<file path="src/rtl/pulse_train_sequencer_pkg.sv">
// Shared types and default widths for the pulse train sequencer.
package pulse_seq_pkg;

  localparam int DEF_CNT_W = 4;
  localparam int DEF_REP_W = 4;
  localparam int DEF_DEPTH = 4;

  typedef enum logic [2:0] {
    IDLE,
    LOAD,
    HIGH,
    LOW,
    DONE
  } state_t;

  // One table entry: pulse high length, gap length and pulse count.
  typedef struct packed {
    logic [DEF_CNT_W-1:0] high;
    logic [DEF_CNT_W-1:0] low;
    logic [DEF_REP_W-1:0] reps;
  } pulse_entry_t;

  // An entry with no high time or no pulses produces nothing and is skipped.
  function automatic logic entry_is_empty(input pulse_entry_t e);
    return (e.high == '0) || (e.reps == '0);
  endfunction

endpackage

</file>
<file path="src/rtl/pulse_train_sequencer_engine.sv">
// Pulse engine: times one pulse (high phase then optional low phase) and
// drives the registered pulse / pulse_active outputs one cycle behind its
// counters. pulse_end marks the last cycle of the pulse period so the
// sequencer can reload back-to-back without a dead cycle.
module pulse_engine #(
  parameter int CNT_W = 4
) (
  input  logic             clk,
  input  logic             rst,
  input  logic             load,
  input  logic             clear,
  input  logic [CNT_W-1:0] high_len,
  input  logic [CNT_W-1:0] low_len,
  output logic             pulse,
  output logic             pulse_active,
  output logic             high_end,
  output logic             pulse_end
);

  logic [CNT_W-1:0] hi_cnt;
  logic [CNT_W-1:0] lo_cnt;
  logic             fresh;
  logic             in_high;

  assign in_high   = (hi_cnt != '0);
  assign high_end  = (hi_cnt == CNT_W'(1));
  assign pulse_end = (high_end && (lo_cnt == '0)) ||
                     (!in_high && (lo_cnt == CNT_W'(1)));

  // Down-count the high phase, then the low phase; register the outputs.
  // NOTE: sequential state uses non-blocking assignments so every register
  // samples the pre-edge values regardless of statement order.
  always_ff @(posedge clk) begin
    if (rst || clear) begin
      hi_cnt       <= '0;
      lo_cnt       <= '0;
      fresh        <= 1'b0;
      pulse        <= 1'b0;
      pulse_active <= 1'b0;
    end else begin
      pulse        <= in_high;
      pulse_active <= fresh;
      fresh        <= load;
      if (load) begin
        hi_cnt <= high_len;
        lo_cnt <= low_len;
      end else if (in_high) begin
        hi_cnt <= hi_cnt - CNT_W'(1);
      end else if (lo_cnt != '0) begin
        lo_cnt <= lo_cnt - CNT_W'(1);
      end
    end
  end

endmodule

</file>
<file path="src/rtl/pulse_train_sequencer.sv">
// Pulse train sequencer: holds a host-written table of {high, low, reps}
// entries and walks the pulse engine through them, reporting busy/done.
// busy covers the registered done strobe, so busy falling means the train
// is fully finished and the table may be rewritten.
module pulse_train_sequencer
  import pulse_seq_pkg::*;
#(
  parameter  int CNT_W = DEF_CNT_W,
  parameter  int REP_W = DEF_REP_W,
  parameter  int DEPTH = DEF_DEPTH,
  localparam int IDX_W = $clog2(DEPTH)
) (
  input  logic             clk,
  input  logic             rst,
  input  logic             cfg_valid,
  output logic             cfg_ready,
  input  logic [IDX_W-1:0] cfg_addr,
  input  logic [CNT_W-1:0] cfg_high,
  input  logic [CNT_W-1:0] cfg_low,
  input  logic [REP_W-1:0] cfg_reps,
  input  logic [IDX_W:0]   num_entries,
  input  logic             start,
  input  logic             stop,
  output logic             pulse,
  output logic             pulse_active,
  output logic             busy,
  output logic             done,
  output logic [IDX_W-1:0] entry_idx
);

  localparam logic [IDX_W:0] DEPTH_N = (IDX_W+1)'(DEPTH);

  state_t           state_q, state_d;
  pulse_entry_t     table_q [DEPTH];
  pulse_entry_t     entry;
  logic [IDX_W-1:0] idx_q, idx_d;
  logic [IDX_W:0]   num_q, num_d;
  logic [REP_W-1:0] rep_q, rep_d;
  logic             done_q;
  logic             last_entry;
  logic             eng_load;
  logic             eng_clear;
  logic             high_end;
  logic             pulse_end;

  assign entry      = table_q[idx_q];
  assign last_entry = (({1'b0, idx_q} + (IDX_W+1)'(1)) == num_q);
  assign busy       = (state_q != IDLE) || done_q;
  assign cfg_ready  = !busy;
  assign done       = done_q;
  assign entry_idx  = idx_q;

  // Host table writes, accepted only while idle.
  // NOTE: the table is deliberately not reset; it is plain storage that the
  // host must write before use, which keeps it mappable to memory.
  always_ff @(posedge clk) begin
    if (cfg_valid && cfg_ready) begin
      table_q[cfg_addr] <= '{high: cfg_high, low: cfg_low, reps: cfg_reps};
    end
  end

  // FSM state, entry/rep counters and the registered done strobe.
  always_ff @(posedge clk) begin
    if (rst) begin
      state_q <= IDLE;
      idx_q   <= '0;
      num_q   <= '0;
      rep_q   <= '0;
      done_q  <= 1'b0;
    end else begin
      state_q <= state_d;
      idx_q   <= idx_d;
      num_q   <= num_d;
      rep_q   <= rep_d;
      done_q  <= (state_q == DONE);
    end
  end

  // Next-state, counter updates and engine control.
  // NOTE: every signal gets a default first so no path leaves it unassigned,
  // which would otherwise infer a latch.
  always_comb begin
    state_d   = state_q;
    idx_d     = idx_q;
    num_d     = num_q;
    rep_d     = rep_q;
    eng_load  = 1'b0;
    eng_clear = 1'b0;
    unique case (state_q)
      IDLE: begin
        if (start && !stop && (num_entries != '0) && !done_q) begin
          state_d = LOAD;
          idx_d   = '0;
          num_d   = (num_entries > DEPTH_N) ? DEPTH_N : num_entries;
        end
      end
      LOAD: begin
        if (stop) begin
          state_d   = IDLE;
          idx_d     = '0;
          eng_clear = 1'b1;
        end else if (entry_is_empty(entry)) begin
          if (last_entry) state_d = DONE;
          else            idx_d   = idx_q + IDX_W'(1);
        end else begin
          eng_load = 1'b1;
          rep_d    = entry.reps;
          state_d  = HIGH;
        end
      end
      HIGH, LOW: begin
        if (stop) begin
          state_d   = IDLE;
          idx_d     = '0;
          eng_clear = 1'b1;
        end else if (pulse_end) begin
          if (rep_q > REP_W'(1)) begin
            rep_d    = rep_q - REP_W'(1);
            eng_load = 1'b1;
            state_d  = HIGH;
          end else if (!last_entry) begin
            idx_d   = idx_q + IDX_W'(1);
            state_d = LOAD;
          end else begin
            state_d = DONE;
          end
        end else if ((state_q == HIGH) && high_end) begin
          state_d = LOW;
        end
      end
      DONE: begin
        state_d = IDLE;
        idx_d   = '0;
      end
      default: state_d = IDLE;
    endcase
  end

  pulse_engine #(
    .CNT_W(CNT_W)
  ) u_engine (
    .clk         (clk),
    .rst         (rst),
    .load        (eng_load),
    .clear       (eng_clear),
    .high_len    (entry.high),
    .low_len     (entry.low),
    .pulse       (pulse),
    .pulse_active(pulse_active),
    .high_end    (high_end),
    .pulse_end   (pulse_end)
  );

endmodule
</file>
<file path="config.mk">
export PLATFORM = sky130hd
export DESIGN_NAME = pulse_train_sequencer
export DESIGN_NICKNAME = d
export VERILOG_FILES = /design/src/rtl/pulse_train_sequencer_pkg.sv /design/src/rtl/pulse_train_sequencer_engine.sv /design/src/rtl/pulse_train_sequencer.sv
export SDC_FILE = /design/constraint.sdc
export NUM_CORES = 1
export LEC_CHECK = 0
export CAP_MARGIN = 30
export CORE_MARGIN = 5
export CORE_UTILIZATION = 55
export DETAILED_ROUTE_END_ITERATION = 12
export PLACE_DENSITY_LB_ADDON = 0.3
export SYNTH_ARGS = -nofsm -noshare
export SYNTH_HDL_FRONTEND = slang
export SYNTH_SLANG_ARGS = --single-unit
</file>
<file path="constraint.sdc">
create_clock -name clk -period 2.8 [get_ports clk]
set_input_delay 0.28 -clock clk [delete_from_list [all_inputs] [get_ports clk]]
set_output_delay 0.28 -clock clk [all_outputs]
set_load 0.01 [all_outputs]
</file>
==> results by group, run 1 <==
Worst setup path
  – Worst path arrival time: between 2 and 3 ns
  – Setup Crit Path Kind: reg -> reg
  – Crit-path max FO: 8
  – CP Data Required Time: 3.00 ns
  – Critical path capture point type: register
  – Worst R2R Setup Slack: approximately 0.34 ns
  – FF-to-FF path depth: 6
  – Critical path launch point type: register

STA
  – Crit share post-route: ~90%
  – Fin crit period: 2.457 ns
  – Final hold vios: 0
  – Slew margin rel.: 42.49%
  – Actual slew at the worst max-slew pin: approximately 0.86 ns
  – Post-Route Setup TNS: 0 ns
  – FMAX: roughly 410 MHz
  – Number of setup violations in the final report: 0
  – Unrepaired setup endpoints after global routing: no
  – Max Slew Vio Count: 0
  – Fin Clk Skew: about 0.0062 ns

CTS
  – Max Buffers Root-to-Sink: 2
  – Clock sink count: 74
  – Setup Fix Bufs, Post-CTS: 0
  – Num CTS Buffers: 9
  – Clock-pin slew on the worst setup and hold paths: 0.08 ns
  – H-Tree Depth: 3
  – Hold_buf cts: 0
  – Clock Latency Late Sink: roughly 0.34 ns
  – CTS tree: built
  – Clock Tree Root: clkbuf_8
  – PostCTS Resize Cnt: 0

Die
  – I/O Pins: 29
  – Initial Util: between 50 and 60%
  – Row count: 28
  – Die Y: 88.42 um
  – Die area: 0.007817 mm^2
  – Total core area: roughly 0.0060 mm^2
  – Die Width: slightly below 90 um

Logic synthesis
  – Yosys cell types: 49
  – Mean post-synth cell area: about 13 um^2
  – Yosys top cell by area: edfxtp_1
  – Share of the synthesized area in the top cell type: 42.62%
  – Synth top area cells: edfxtp_1, dfxtp_1, mux4_1
  – Post-synthesis sequential area ratio: 58.01%
  – Synth Flop Type: edfxtp_1
  – Flops & latches, synth: 74
  – Synth cell count leaders: edfxtp_1, dfxtp_1, a21oi_1, o21ai_0, nor2_1
  – Net Count, Synth: 292
  – Mapped Area: 0.003382 mm^2
  – Cell count after synthesis: roughly 260
  – Post-synth EDFFs: 48
  – FFs w/ async S/R, synth: 0%
  – Most common cell in the netlist: edfxtp_1
  – Yosys warnings: 0

Power
  – Share of power burned in registers: between 40 and 50%
  – VDD IR max: ~0.00042 V
  – Total power: slightly above 0.003 W
  – Clock share of power: a little under a quarter
  – Psw: 0.0009876 W
  – Comb power frac: between 30% and 40%
  – Pwr Density: slightly below 800 mW/mm^2
  – Sw frac: between 30% and 40%
  – Internal power: roughly 0.0021 W
  – Lkg Pwr: about 1.4 nW

Job
  – Maximum capacitance violations: 0

Detailed routing
  – Final antenna-violating net count: 0
  – First-pass DRT Iterations: 5
  – Vias: roughly 2200
  – Routed vias/inst: 5.929
  – DRT Wirelength: roughly 6.4 mm
  – Residual DRC: 0
  – Routed len/inst: approximately 17 um
  – DRT iter0 DRCs: 145

Cells and area
  – Nets: 330
  – N_diodes: 0
  – Final std cells w/o fill: ~380
  – Area growth from synthesis to layout: 16.91%
  – Share of layout cells above drive strength 1: 14.47%

Worst hold path
  – Hold Crit Class: reg -> reg
  – Worst hold stages: 2
  – Worst Hold End: u_engine.pulse_active$_SDFF_PP0_
  – HP Start: u_engine.fresh$_SDFF_PP0_

Placed design
  – Cells after DPL: 363
  – GPL Wtd Cong: between 0.8 and 0.9
  – Port Buffers: 28
  – DPL Wire Length: ~4.6 mm

GRT
  – Grt ovf: 0
  – First-pass GRT wire length: around 11 mm
  – Antenna violations before repair: 0
  – Largest net degree at the start of global routing: 17
  – Vias in the first global route: 2208
  – Total GRT Usage: a little under a fifth

Status
  – Status: completed
## placed cells by master (no fill, tap or decap), types with 5 or more instances in the layout
cell type / count
edfxtp_1: 48
clkdlybuf4s50_1: 28
dfxtp_1: 26
a21oi_1: 20
o21ai_0: 14
nor2_1: 13
inv_1: 12
nand3_1: 11
buf_4: 11
nor3_1: 9
ha_1: 9
clkbuf_8: 9
nand2_1: 8
mux4_1: 8
xnor2_1: 6
nor3b_1: 5
## power groups by stage
stage          Clock, W  Sequential (W)  Combinational [W]
3_3_place_gp          0         0.00141           0.000926
5_1_grt        0.000796         0.00141            0.00106
6_report       0.000726         0.00139           0.000950
3_5_place_dp          0         0.00142           0.000943
4_1_cts        0.000748         0.00139           0.000950
2_1_floorplan         0         0.00138           0.000683
## worst max-delay path by stage
stage | startpoint | endpoint | cells after the start
detailed placement | register | register | 6
floorplan | state_q[2]$_SDFFE_PP0P_ | table_q[2][0]$_DFFE_PP_ | 4
global route | u_engine.hi_cnt[0]$_SDFFE_PP0P_ | rep_q[2]$_SDFFE_PP0P_ | 7
finish | register | register | 6
global placement | register | rep_q[1]$_SDFFE_PP0P_ | 6
CTS | register | register | 6
## layout make-up
type | instances | area (um^2)
multi-input cells | 163 | 1315
fillers | 442 | 2002
inverters | 12 | 45.04
well taps | 75 | 93.84
repair buffers | 39 | 362.8
flip-flops and latches | 74 | 1962
clock buffers | 9 | 123.9
clock inverters | 7 | 51.30
## through the flow
step           instance area, um^2  hold WS, ns  setup WS [ns]  utilization (%)
3_3_place_gp                  3779       0.4065         0.4331            63.45
4_1_cts                       3954       0.4255         0.3400            66.39
6_report                      3954       0.4192         0.3431            66.39
3_5_place_dp                  3779       0.4089         0.3734            63.45
5_1_grt                       3954       0.4498         0.1304            66.39
2_1_floorplan                 3382       0.3789        0.09183                -
## kinds of logic (layout without fill, tap and decap cells)
family,count (synthesis),count (layout),synth area share [%]
AO/OA/AOI/OAI,58,58,11.28
adder cells (fa/ha/maj),9,9,3.330
AND/OR/NAND/NOR,75,75,12.88
buffers and inverters,24,67,3.255
multiplexers,13,13,9.175
XOR/XNOR,8,8,2.072
flip-flops,74,74,58.01
## state kept, by name, summed over array words and instances (netlist names), named ones only
name                   cells
u_engine.fresh             1
u_engine.hi_cnt            4
entry_idx                  2
u_engine.pulse             1
done                       1
table_q                   48
num_q                      3
rep_q                      4
u_engine.pulse_active      1
u_engine.lo_cnt            4
state_q                    3
## worst max-delay path: stages (launching register included)
cell,delay (ns)
dfxtp_1,0.40
buf_4,0.22
mux4_2,0.54
or4_4,0.60
and3_2,0.25
o21ai_0,0.21
a21oi_1,0.10
## routing by layer
metal  track usage [%]  vias up  share of wire [%]  wire, um
met5                 0        -                  0         0
met4             8.516        0                1.7       112
met3             4.842        8                6.2       399
met2             28.42       71                 47      3037
met1             23.85     1068                 45      2854
li1                  -     1100                  -         -
No activity file was read; power rests on OpenSTA's default activity.
==> run 2, diff against run 1 <==
--- a/config.mk
+++ b/config.mk
@@ -7,7 +7,8 @@
 export LEC_CHECK = 0
 export CAP_MARGIN = 30
 export CORE_MARGIN = 5
-export CORE_UTILIZATION = 55
+export CORE_UTILIZATION = 57
+export CTS_CLUSTER_SIZE = 40
 export DETAILED_ROUTE_END_ITERATION = 12
 export PLACE_DENSITY_LB_ADDON = 0.3
 export SYNTH_ARGS = -nofsm -noshare
==> run 2 against run 1 <==
Net effect: clock power decreased by 0.7%; fmax is 0.71% lower; die area fell by 3.1%; global-route usage increased by 0.091 points; routed wire length rose by 1.7%; worst setup slack got worse by 0.018 ns; combinational power is 0.7% higher; highest routed layer unchanged; sequential share of layout area rose by 0.079 points; hold slack worse by 0.0038 ns; power barely moved; first-iteration DRC count rose by 48%; core utilization is 1.1 points higher.
==> results by group, run 2 (synthesis results as in run 1) <==
Die
  – Die area: 0.007574 mm^2
  – Die Width: between 80 and 90 um
  – Die Y: roughly 87 um
  – Total core area: around 0.006 mm^2
  – Row count: 28
  – Initial Util: between 50% and 60%
  – I/O Pins: 29

Detailed routing
  – Routed vias/inst: 5.926
  – DRT met1 WL: between 2 and 3 mm
  – Top Metal Used: met4
  – Routed len/inst: ~17 um
  – Final antenna-violating net count: 0
  – First-pass DRT Iterations: 5
  – Met3 WL post-DR: 307 um
  – Vias: approximately 2200
  – Wire length on met2: 3.206 mm
  – DRT Wirelength: 6.514 mm
  – Residual DRC: 0
  – DRT iter0 DRCs: approximately 220

STA
  – Final hold vios: 0
  – Unrepaired setup endpoints after global routing: no
  – Post-Route Setup TNS: 0 ns
  – Fin Clk Skew: about 0.009 ns
  – Fin crit period: ~2.5 ns
  – Fin Hold WS: approximately 0.42 ns
  – Slew margin rel.: between 50% and 60%
  – Crit share post-route: between 80% and 90%
  – Max Slew Vio Count: 0
  – Final worst setup slack: 0.3256 ns
  – Number of setup violations in the final report: 0
  – Actual slew at the worst max-slew pin: just over 0.6 ns
  – FMAX: just over 400 MHz

CTS
  – Clock Tree Root: clkbuf_8
  – H-Tree Depth: 3
  – Clock Latency Late Sink: around 0.35 ns
  – CTS tree: built
  – Hold_buf cts: 0
  – Setup Fix Bufs, Post-CTS: 0
  – Num CTS Buffers: 9
  – Max Buffers Root-to-Sink: 2
  – Clock-pin slew on the worst setup and hold paths: ~0.08 ns
  – Clock sink count: 74
  – PostCTS Resize Cnt: 0

Worst setup path
  – Family with the most delay on the worst path: compound AO/OA/AOI/OAI gates
  – Crit path depth: 6
  – Buf/Inv on CP: 1
  – Setup Crit Path Kind: reg -> reg
  – Crit-path max FO: 10
  – Worst path arrival time: 2.73 ns
  – Critical path launch point type: register
  – Crit-path cells: buf_4, mux4_2, or4_4, a21boi_4, a2111oi_1, a211oi_1
  – Worst R2R Setup Slack: about 0.33 ns
  – Slowest stage delay, CP: ~0.6 ns
  – CP Data Required Time: just over 3 ns
  – Reg2reg end: rep_q[1]$_SDFFE_PP0P_
  – Slowest cell on the critical path: or4_4
  – Critical Path End: rep_q[1]$_SDFFE_PP0P_
  – Critical path capture point type: register
  – FF-to-FF path depth: 6

Placed design
  – DPL Wire Length: roughly 4.6 mm
  – Dpl cell area: ~0.0038 mm^2
  – GPL Wtd Cong: 0.8508
  – Port Buffers: 28
  – Place WS: 0.3584 ns
  – Cells after DPL: about 360

Power
  – VDD IR max: ~0.00046 V
  – Share of power burned in registers: a little under half
  – Pwr Density: just under 800 mW/mm^2
  – Sw frac: about 32%
  – Clock share of power: a little under a quarter
  – Comb power frac: slightly above 30%
  – Lkg Pwr: 1.343 nW
  – Internal power: roughly 0.0021 W
  – Psw: between 0.0009 and 0.001 W

GRT
  – Total GRT Usage: 18.29%
  – Largest net degree at the start of global routing: 17
  – Grt ovf: 0
  – Vias in the first global route: 2200
  – Antenna violations before repair: 0
  – First-pass GRT wire length: approximately 11 mm

Cells and area
  – Design area: between 0.003 and 0.004 mm^2
  – Final std cells w/o fill: between 300 and 400
  – Most frequent cells in the layout: edfxtp_1, clkdlybuf4s50_1, dfxtp_1, a21oi_1, o21ai_0
  – Share of layout cells above drive strength 1: 14.14%
  – Nets: between 300 and 400
  – N_diodes: 0
  – Largest reg by FF count: table_q
  – Area growth from synthesis to layout: 16.72%
  – Largest register FFs: 48
  – Most common cell after layout, fill and taps aside: edfxtp_1

Status
  – Status: completed

Worst hold path
  – Hold Crit Class: reg -> reg

Job
  – Maximum capacitance violations: 0
==> run 2: power groups by stage <==
stage | registers (W) | clock network, W | logic [W]
2_1_floorplan | 0.00138 | 0 | 0.000683
3_3_place_gp | 0.00141 | 0 | 0.000930
3_5_place_dp | 0.00142 | 0 | 0.000943
4_1_cts | 0.00139 | 0.000733 | 0.000958
5_1_grt | 0.00141 | 0.000789 | 0.00106
6_report | 0.00139 | 0.000721 | 0.000957
==> run 2: worst min path at each step <==
stage / from / to / depth (start not counted)
6_report: u_engine.fresh$_SDFF_PP0_ / u_engine.pulse_active$_SDFF_PP0_ / 2
3_5_place_dp: u_engine.fresh$_SDFF_PP0_ / u_engine.pulse_active$_SDFF_PP0_ / 2
5_1_grt: u_engine.fresh$_SDFF_PP0_ / u_engine.pulse_active$_SDFF_PP0_ / 2
4_1_cts: u_engine.fresh$_SDFF_PP0_ / u_engine.pulse_active$_SDFF_PP0_ / 2
2_1_floorplan: cfg_reps[0] / table_q[0][0]$_DFFE_PP_ / 0
3_3_place_gp: u_engine.fresh$_SDFF_PP0_ / u_engine.pulse_active$_SDFF_PP0_ / 2
==> run 2: layout make-up <==
type,instances,area [um^2]
sequential,74,1962
inverter,12,45.04
multi-input combinational,163,1315
clock inverter,6,41.29
clock buffer,10,127.6
timing repair buffer,39,362.8
fill,414,1903
tap,75,93.84
==> run 2: through the flow <==
step / total power [W] / util, %
floorplan: 0.002065 / -
global placement: 0.002340 / 64.59
CTS: 0.003082 / 67.47
detailed placement: 0.002359 / 64.59
finish: 0.003071 / 67.47
global route: 0.003259 / 67.47
==> run 2: worst min-delay path, stage by stage, from the launching register on <==
cell	delay, ns
dfxtp_1	0.30
inv_1	0.04
nor2_1	0.04
==> run 2: metal layers <==
| layer | up-vias | track usage [%] |
|---|---|---|
| met5 | - | 0 |
| met4 | 0 | 7.082 |
| met3 | 11 | 4.920 |
| met2 | 67 | 29.26 |
| met1 | 1073 | 23.81 |
| li1 | 1095 | - |
